==> src/rtl/dmem_access_ctrl.sv <==
// dmem_access_ctrl: round-robin two-port arbiter and strobe sequencer in front
// of the single-ported data memory (IDLE -> SETUP -> ACCESS -> DONE).
module dmem_access_ctrl #(
   parameter int ADDR_W    = 32,
   parameter int DATA_W    = 32,
   parameter int MEM_WORDS = 8192,
   parameter int MEM_LAT   = 2
) (
   input  logic              clk,
   input  logic              rst_n,
   input  logic              p0_req,
   input  logic              p0_we,
   input  logic [ADDR_W-1:0] p0_addr,
   input  logic [DATA_W-1:0] p0_wdata,
   output logic              p0_ack,
   output logic              p0_err,
   output logic [DATA_W-1:0] p0_rdata,
   input  logic              p1_req,
   input  logic              p1_we,
   input  logic [ADDR_W-1:0] p1_addr,
   input  logic [DATA_W-1:0] p1_wdata,
   output logic              p1_ack,
   output logic              p1_err,
   output logic [DATA_W-1:0] p1_rdata,
   output logic              mem_read,
   output logic              mem_write,
   output logic [ADDR_W-1:0] mem_addr,
   output logic [DATA_W-1:0] mem_wdata,
   input  logic [DATA_W-1:0] mem_rdata
);

   typedef enum logic [1:0] {
      IDLE   = 2'd0,
      SETUP  = 2'd1,
      ACCESS = 2'd2,
      DONE   = 2'd3
   } state_t;

   localparam logic [3:0]        LAT_M1  = 4'(MEM_LAT - 1);
   localparam logic [ADDR_W-1:0] WORDS_C = ADDR_W'(MEM_WORDS);

   state_t            state_r, state_nxt_s;
   logic [3:0]        cnt_r;
   logic              we_r, grant_r, last_grant_r, err_r;
   logic [ADDR_W-1:0] addr_r;
   logic [DATA_W-1:0] wdata_r, p0_rdata_r, p1_rdata_r;
   logic              mem_read_r, mem_write_r, p0_ack_r, p1_ack_r, p0_err_r, p1_err_r;
   logic              sel_s, bad_s, rd_nxt_s, wr_nxt_s, ack0_nxt_s, ack1_nxt_s, err_nxt_s, cap_s;

   function automatic logic addr_bad(input logic [ADDR_W-1:0] a);
      return (a[1:0] != 2'b00) || ((a >> 2'd2) >= WORDS_C);
   endfunction

   assign bad_s = addr_bad(addr_r);

   // Round-robin pick: on a tie the port that was not served last wins
   always_comb begin
      sel_s = 1'b0;
      if (p0_req && p1_req) begin
         sel_s = ~last_grant_r;
      end else if (p1_req) begin
         sel_s = 1'b1;
      end else begin
         sel_s = 1'b0;
      end
   end

   // State register
   always_ff @(posedge clk or negedge rst_n) begin
      if (!rst_n) begin
         state_r <= IDLE;
      end else begin
         state_r <= state_nxt_s;
      end
   end

   // Next-state logic
   always_comb begin
      state_nxt_s = IDLE;
      case (state_r)
         IDLE: begin
            if (p0_req || p1_req) state_nxt_s = SETUP;
            else                  state_nxt_s = IDLE;
         end
         SETUP: begin
            if (bad_s) state_nxt_s = DONE;
            else       state_nxt_s = ACCESS;
         end
         ACCESS: begin
            if (cnt_r == 4'd0) state_nxt_s = DONE;
            else               state_nxt_s = ACCESS;
         end
         DONE:    state_nxt_s = IDLE;
         default: state_nxt_s = IDLE;
      endcase
   end

   // Output decode from the next state, so strobes and acks leave flops
   always_comb begin
      rd_nxt_s   = (state_nxt_s == ACCESS) && !we_r;
      wr_nxt_s   = (state_nxt_s == ACCESS) && we_r;
      ack0_nxt_s = (state_nxt_s == DONE) && !grant_r;
      ack1_nxt_s = (state_nxt_s == DONE) && grant_r;
      cap_s      = (state_r == ACCESS) && (cnt_r == 4'd0) && !we_r;
      if (state_r == SETUP) begin
         err_nxt_s = bad_s;
      end else begin
         err_nxt_s = err_r;
      end
   end

   // Request latches, latency counter, round-robin history and read data
   always_ff @(posedge clk or negedge rst_n) begin
      if (!rst_n) begin
         grant_r      <= 1'b0;
         last_grant_r <= 1'b1;
         we_r         <= 1'b0;
         addr_r       <= '0;
         wdata_r      <= '0;
         err_r        <= 1'b0;
         cnt_r        <= 4'd0;
         p0_rdata_r   <= '0;
         p1_rdata_r   <= '0;
      end else begin
         case (state_r)
            IDLE: begin
               if (p0_req || p1_req) begin
                  grant_r <= sel_s;
                  err_r   <= 1'b0;
                  if (sel_s) begin
                     we_r    <= p1_we;
                     addr_r  <= p1_addr;
                     wdata_r <= p1_wdata;
                  end else begin
                     we_r    <= p0_we;
                     addr_r  <= p0_addr;
                     wdata_r <= p0_wdata;
                  end
               end
            end
            SETUP: begin
               err_r <= bad_s;
               cnt_r <= LAT_M1;
            end
            ACCESS: begin
               if (cnt_r != 4'd0) cnt_r <= cnt_r - 4'd1;
            end
            DONE:    last_grant_r <= grant_r;
            default: last_grant_r <= last_grant_r;
         endcase
         if (cap_s) begin
            if (grant_r) p1_rdata_r <= mem_rdata;
            else         p0_rdata_r <= mem_rdata;
         end
      end
   end

   // Registered strobes, acks and error flags
   always_ff @(posedge clk or negedge rst_n) begin
      if (!rst_n) begin
         mem_read_r  <= 1'b0;
         mem_write_r <= 1'b0;
         p0_ack_r    <= 1'b0;
         p1_ack_r    <= 1'b0;
         p0_err_r    <= 1'b0;
         p1_err_r    <= 1'b0;
      end else begin
         mem_read_r  <= rd_nxt_s;
         mem_write_r <= wr_nxt_s;
         p0_ack_r    <= ack0_nxt_s;
         p1_ack_r    <= ack1_nxt_s;
         p0_err_r    <= ack0_nxt_s && err_nxt_s;
         p1_err_r    <= ack1_nxt_s && err_nxt_s;
      end
   end

   assign mem_read  = mem_read_r;
   assign mem_write = mem_write_r;
   assign mem_addr  = addr_r;
   assign mem_wdata = wdata_r;
   assign p0_ack    = p0_ack_r;
   assign p1_ack    = p1_ack_r;
   assign p0_err    = p0_err_r;
   assign p1_err    = p1_err_r;
   assign p0_rdata  = p0_rdata_r;
   assign p1_rdata  = p1_rdata_r;

endmodule

==> config.mk <==
export PLATFORM = sky130hd
export DESIGN_NAME = dmem_access_ctrl
export DESIGN_NICKNAME = d
export VERILOG_FILES = /design/src/rtl/dmem_access_ctrl.sv
export SDC_FILE = /design/constraint.sdc
export NUM_CORES = 1
export LEC_CHECK = 0
export BUFFER_PORTS_ARGS = -buffer_cell sky130_fd_sc_hd__buf_2
export CAP_MARGIN = 20
export CELL_PAD_IN_SITES_DETAIL_PLACEMENT = 0
export CELL_PAD_IN_SITES_GLOBAL_PLACEMENT = 1
export CORE_UTILIZATION = 35
export DETAILED_ROUTE_END_ITERATION = 6
export PLACE_DENSITY_LB_ADDON = 0.1
export SLEW_MARGIN = 20
export SYNTH_ARGS = -nofsm -noshare
export SYNTH_HDL_FRONTEND = slang
export SYNTH_SLANG_ARGS = --single-unit
==> constraint.sdc <==
create_clock -name clk -period 2.68 [get_ports clk]
set_clock_uncertainty 0.15 [all_clocks]
set_input_delay 0.402 -clock clk [delete_from_list [all_inputs] [get_ports clk]]
set_output_delay 0.402 -clock clk [all_outputs]
set_load 0.02 [all_outputs]
==> results of run 1 <==
==> layout by cell type, fill, tap and decap left out, drive strengths merged <==
cell	synthesis	routed
nor4	4	4
nor3	3	3
o31a	1	1
clkinvlp	0	1
dfstp	1	1
nand3b	1	1
clkinv	0	4
o21ai	72	72
and2	1	1
mux2	65	65
a22o	2	2
nor3b	1	1
buf	18	309
bufinv	0	1
nand4b	2	2
nor2b	1	1
dfrtp	143	143
nor2	4	4
a21oi	4	4
nand2	73	73
inv	4	13
or3b	2	2
nand4bb	1	1
dlygate4sd3	0	1
nand3	3	3
a21boi	1	1
and4bb	1	1
ha	6	6
clkbuf	9	17
mux2i	66	66
nand2b	1	1
o21a	1	1
diode	0	1
==> where the power goes <==
group	internal (mW)	leakage [nW]	switching, mW
clock	1.31	0.286	0.992
combinational	1.97	2.50	2.85
sequential	3.25	1.76	0.606
total	6.53	4.55	4.45
==> synth_stat cells (all sizes together) <==
library cell / count / area, sq um
a21boi: 1 / 7.51
a21oi: 4 / 20.0
a22o: 2 / 17.5
and2: 1 / 6.26
and4bb: 1 / 12.5
buf: 18 / 140
clkbuf: 9 / 33.8
dfrtp: 143 / 3580
dfstp: 1 / 26.3
ha: 6 / 75.1
inv: 4 / 15.0
mux2: 65 / 845
mux2i: 66 / 661
nand2: 73 / 277
nand2b: 1 / 6.26
nand3: 3 / 15.0
nand3b: 1 / 7.51
nand4b: 2 / 17.5
nand4bb: 1 / 27.5
nor2: 4 / 17.5
nor2b: 1 / 6.26
nor3: 3 / 26.3
nor3b: 1 / 7.51
nor4: 4 / 25.0
o21a: 1 / 7.51
o21ai: 72 / 360
o31a: 1 / 8.76
or3b: 2 / 17.5
==> how the worst min path moves through the flow <==
stage / depth (start not counted) / end / slack, ns / start
after detailed placement: 1 / p1_rdata[4]$_DFFE_PN0P_ / 0.14 / rst_n
after floorplan: 0 / cnt_r[0]$_DFFE_PN0P_ / -0.04 / rst_n
after CTS: 2 / p1_rdata[3]$_DFFE_PN0P_ / 0.05 / mem_rdata[3]
after global routing: 2 / p1_rdata[19]$_DFFE_PN0P_ / 0.06 / mem_rdata[19]
after global placement: 1 / p1_rdata[10]$_DFFE_PN0P_ / 0.14 / rst_n
final: 2 / p1_rdata[3]$_DFFE_PN0P_ / 0.08 / mem_rdata[3]
==> repair_timing <==
action	CTS	global route
gates resized for setup	0	0
endpoints found under the hold margin	26	0
hold buffers	1	0
==> sequential cells by signal (all words and copies together) (netlist names), 2 cells and up <==
signal and count:
mem_wdata 32, mem_addr 32, state_r 2, p1_rdata 32, cnt_r 4, p0_rdata 32
==> metal layers <==
metal	track usage (%)	vias up	routed length, microns
met5	0	-	17
met3	5.91	23	1300
li1	-	2327	-
met2	29.6	212	7690
met1	20.9	2196	6700
met4	6.93	2	260
==> worst max-delay path, cell delays in order (launching register included) <==
cell and delay, ns:
dfrtp_1 0.40, inv_1 0.11, ha_1 0.35, nand4bb_4 0.21
nor2_2 0.14, nand2_2 0.19, buf_12 0.26, mux2_4 0.31
==> per-stage QoR <==
step	setup slack, ns	total power [mW]	cell area [sq um]
6_report	0.441	11.0	8660
5_1_grt	0.298	11.8	8650
4_1_cts	0.449	11.1	8630
3_5_place_dp	0.456	8.75	8040
3_3_place_gp	0.527	8.64	8040
2_1_floorplan	0.717	6.96	6260
==> layout make-up <==
class                           count  area [sq um]  share of cell area, %
Antenna cell                        1          2.50                 0.0289
Sequential cell                   144          3600                   41.6
Inverter                            4          15.0                  0.173
Tap cell                          225           282                   3.25
Multi-Input combinational cell    316          2490                   28.8
Clock buffer                       17           425                   4.91
Clock inverter                     15           150                   1.73
Timing Repair Buffer              310          1680                   19.4
==> cells by family (layout without fill, tap and decap cells) <==
logic type | Yosys count | in the layout | synth area share [%]
AOI/OAI and AO/OA | 81 | 81 | 6.73
adders and majority gates | 6 | 6 | 1.20
and+or+nand+nor | 98 | 98 | 7.49
DFF | 144 | 144 | 57.5
muxes | 131 | 131 | 24.0
buffers and inverters | 31 | 346 | 3.02
other | 0 | 1 | 0
==> out/results.ini, run 1 <==
[yosys]
postSynthNetCount=663
synth.yosys.warnings=0
ys_seq_area_share_pct=57.5
synth.lib_cells_used.distinct=37
synthesis.area_sq_um=6260
syn_avg_cell_area_sq_um=12.8
yosys_register_bits=144
syn_inst=491

[cts]
clk-insertion-delay-late_ns=0.41
clock_tree_from_tritoncts=done
post_cts_buffers=0
clkSinkCount=144
cts-root-to-sink-buffers=2
cts_root_buffer=clkbuf_16
clock_buffers_created_by_tritoncts=17
cts.htree.levels=4
clk_transition_reported_paths_ns=0.06

[global_routing]
groute.usage.overall_pct=17.7
grt_pass1_wl_microns=25000
grt_start_max_net_pins=59
antenna_found_initial=1
globalRouteOverflowTotal=0
grt_pass1_vias=4953

[critical_path]
cp-start-kind=register
timing.critical_path.to=p1_rdata[8]$_DFFE_PN0P_
critical_path.endpoint_type=register
timing.reg2reg.setup_slack_ns=0.44
reg2reg_from=state_r[0]$_DFF_PN0_
crit_type=register to register
critPathLaunch=state_r[0]$_DFF_PN0_
worst_reg2reg_path_length_in_cells=7
worst-endpoint-arrival_ns=2.38
crit_path_max_fanout=25
critPathRequiredTime_ns=2.83
worstReg2RegEnd=p1_rdata[8]$_DFFE_PN0P_

[placed_design]
portBuffers=299
gp_congestion=0.756
dp_cells=997
hpwl_microns=12200

[sta]
maxSlewViolCount=0
timing.max_slew.rel_slack_pct=67.0
fin_setup_tns_ns=0
timing.final.hold_violations=0
setup_violations=0
final_period_minus_worst_setup_slack_ns=2.24
timing.final.crit_share_pct=83.5
max_clock_freq_mhz=447
final.hold.worst_slack_ns=0.0766
tightestPinTransition_ns=0.491
grt_setup_unrepaired=false

[routing]
drt-vias-per-instance=4.61
totalWireLength_microns=16000
drc=0
remaining_antenna_violation_count=0
dr_total_vias=4760
drt_iter0_drc=107
drt_first_pass_iters=4
routedWlPerCell_microns=15.5

[job]
timing.max_cap.violations=0

[floorplan]
design.core.area_sq_um=17400
ioPinCount=300
die_height_microns=136
start_util_pct=36.0
die_width_microns=136
design.die.area_sq_um=18400
fp-row-count=48

[cells_and_area]
fillCellCount=1641
finalNetCount=965
instances_no_fill=1032
finalCoreUtilization_pct=49.7
flow.area_growth_from_synthesis_pct=38.2
layout-drive-gt1-share_pct=51.2

[outcome]
status=completed

[pwr]
ir_drop_mv=0.596
p_leak_nw=4.55
power-per-cell-area_nw_per_um2=1270

[hold_path]
worstHoldPathType=primary input to register

Power figures use the tool's default switching activity.
==> run 2, diff against run 1 <==
CORE_UTILIZATION = 32   (was 35)
clock period = 2 ns   (was 2.68 ns; I/O delays follow)
==> run 2 against run 1 <==
Net effect:
- worst hold slack got worse by 0.067 ns
- wire length rose by 6.7%
- via count rose by 3.7%
- global-route usage fell by 0.62 points
==> out/results.ini, run 2 (synthesis gave the netlist of run 1 again) <==
[outcome]
status=completed

[cts]
clk-insertion-delay-late_ns=0.43  ; +0.02 ns
cts_root_buffer=clkbuf_16
clkSinkCount=144  ; unchanged
clk_transition_reported_paths_ns=0.07  ; about the same
clock_tree_from_tritoncts=done
clock_buffers_created_by_tritoncts=17  ; unchanged
cts-root-to-sink-buffers=2  ; unchanged
cts.htree.levels=4  ; unchanged

[sta]
grt_setup_unrepaired=true
timing.max_slew.rel_slack_pct=72.6  ; +5.7 points
setup_violations=0  ; unchanged
maxSlewViolCount=0  ; unchanged
final.hold.worst_slack_ns=0.00974  ; -0.0669 ns
tightestPinTransition_ns=0.407  ; -0.0844 ns
final_period_minus_worst_setup_slack_ns=1.92  ; -0.317 ns
fin_setup_tns_ns=0  ; unchanged
timing.final.hold_violations=0  ; unchanged
max_clock_freq_mhz=520  ; +16%
timing.final.crit_share_pct=96.1  ; +13 points

[routing]
totalWireLength_microns=17000  ; +6.7%
drt-vias-per-instance=4.44  ; -3.7%
drt_iter0_drc=149  ; +39%
remaining_antenna_violation_count=0  ; unchanged
routedWlPerCell_microns=15.3  ; -0.84%
dr_total_vias=4936  ; +3.7%
drc=0  ; unchanged
drt_first_pass_iters=4  ; unchanged

[hold_path]
worstHoldPathType=primary input to register
whs_endpoint=mem_wdata[14]$_DFFE_PN0P_
holdCritStartpoint=p0_wdata[14]
hold_path_depth=3  ; +1

[placed_design]
portBuffers=299  ; unchanged
gp_congestion=0.756  ; about the same
hpwl_microns=12600  ; +2.9%

[global_routing]
groute.usage.overall_pct=17.1  ; -0.62 points
antenna_found_initial=0  ; -1
groute.layer.met2.usage_pct=28.6  ; -1.0 points
globalRouteOverflowTotal=0  ; unchanged
busiest_layer=met2
use_met3_pct=5.20  ; -0.71 points
use_met1_pct=20.4  ; -0.56 points
grt_pass1_vias=4884  ; -1.4%
grt_pass1_wl_microns=25900  ; +3.5%
grt_start_max_net_pins=55  ; -6.8%

[cells_and_area]
finalCoreUtilization_pct=48.5  ; -1.2 points
final_cell_mix=buf_2 (298), dfrtp_1 (143), nand2_1 (72), o21ai_0 (71), mux2i_1 (66)
n_antenna_cell=0  ; -1
finalNetCount=1010  ; +4.7%
flow.area_growth_from_synthesis_pct=46.8
commonest_non_fill_non_tap_cell_in_the_layout=buf_2
layout-drive-gt1-share_pct=50.1  ; -1.2 points

[critical_path]
worst-endpoint-arrival_ns=2.11  ; -0.27 ns
worst_reg2reg_path_length_in_cells=6  ; -1
critical_path.endpoint_type=register
worstReg2RegEnd=mem_read$_DFF_PN0_
timing.reg2reg.setup_slack_ns=0.08  ; -0.36 ns
crit_type=register to register
cp-start-kind=register
crit_path_max_fanout=4  ; -84%
critPathRequiredTime_ns=2.19  ; -0.64 ns
reg2reg_from=state_r[1]$_DFF_PN0_

[pwr]
ir_drop_mv=0.618  ; +3.7%
power-per-cell-area_nw_per_um2=1620  ; +28%
p_leak_nw=4.73  ; +4.1%

[floorplan]
fp-row-count=50  ; +4.2%
ioPinCount=300  ; unchanged
design.die.area_sq_um=20100  ; +9.2%
design.core.area_sq_um=19000  ; +8.8%
start_util_pct=33.0  ; -2.9 points
die_width_microns=142  ; +4.5%
die_height_microns=142  ; +4.5%

[job]
timing.max_cap.violations=0  ; unchanged

[run 2: changes by cell type in the layout (fill, tap and decap cells not counted), moves of 3 or more]
cell / delta
buf_4: +3
buf_12: +4
ha_1: -3
clkinvlp_4: +3
clkinv_2: -3
dlygate4sd3_1: +37
[run 2: how the worst max path moves through the flow]
stage                                          end            startpoint  slack, ns  cells after the start
after floorplan           p0_rdata[10]$_DFFE_PN0P_  state_r[0]$_DFF_PN0_       0.04                      6
after global placement    p0_rdata[13]$_DFFE_PN0P_  cnt_r[0]$_DFFE_PN0P_       0.07                      6
after detailed placement  p0_rdata[11]$_DFFE_PN0P_  cnt_r[0]$_DFFE_PN0P_       0.01                      6
after CTS                 p0_rdata[11]$_DFFE_PN0P_  cnt_r[0]$_DFFE_PN0P_      0.006                      7
after global routing            mem_read$_DFF_PN0_  state_r[1]$_DFF_PN0_     -0.002                      6
final                           mem_read$_DFF_PN0_  state_r[1]$_DFF_PN0_       0.08                      6
[run 2: worst max-delay path: stages (launching register included)]
cell     delay (ns)
dfrtp_1        0.41
inv_1          0.11
ha_2           0.22
or3b_2         0.49
o31a_1         0.13
o21a_1         0.13
nor3b_1        0.19
[run 2: layout make-up]
class,instances,area (sq um)
fill,1772,9760
sequential,144,3600
multi-input combinational,316,2510
timing repair buffer,355,2170
clock buffer,17,425
tap,260,325
clock inverter,15,146
inverter,4,15.0
[run 2: power by group]
group | switching, mW | total (mW) | internal [mW]
logic | 3.87 | 6.67 | 2.79
clock network | 1.41 | 3.06 | 1.64
registers | 0.843 | 5.20 | 4.36
[run 2: stage by stage]
step                      cell area [sq um]  total power [mW]  setup WS [ns]  std cells
after floorplan                        6260              9.33         0.0365        491
after global placement                 8160              11.7         0.0696       1036
after detailed placement               8160              11.9         0.0118       1036
after CTS                              9180              15.1        0.00646       1110
after global routing                   9200              15.9       -0.00231       1111
final                                  9200              14.9         0.0782       1111
[run 2: layer usage]
layer | part of all wire (%) | up-vias
met3 | 6.7 | 18
met1 | 43 | 2297
met5 | 0 | -
li1 | - | 2417
met2 | 49 | 204
met4 | 1.9 | 0
[run 2: timing repair]
| action | in CTS | in global routing |
|---|---|---|
| hold buffers | 38 | 0 |
| endpoints found under the setup margin | 1 | 34 |
| endpoints found under the hold margin | 153 | 0 |
| cloned | 1 | 0 |
| buffers inserted | 3 | 1 |
| resized for setup | 5 | 3 |
| pin swaps | 1 | 1 |
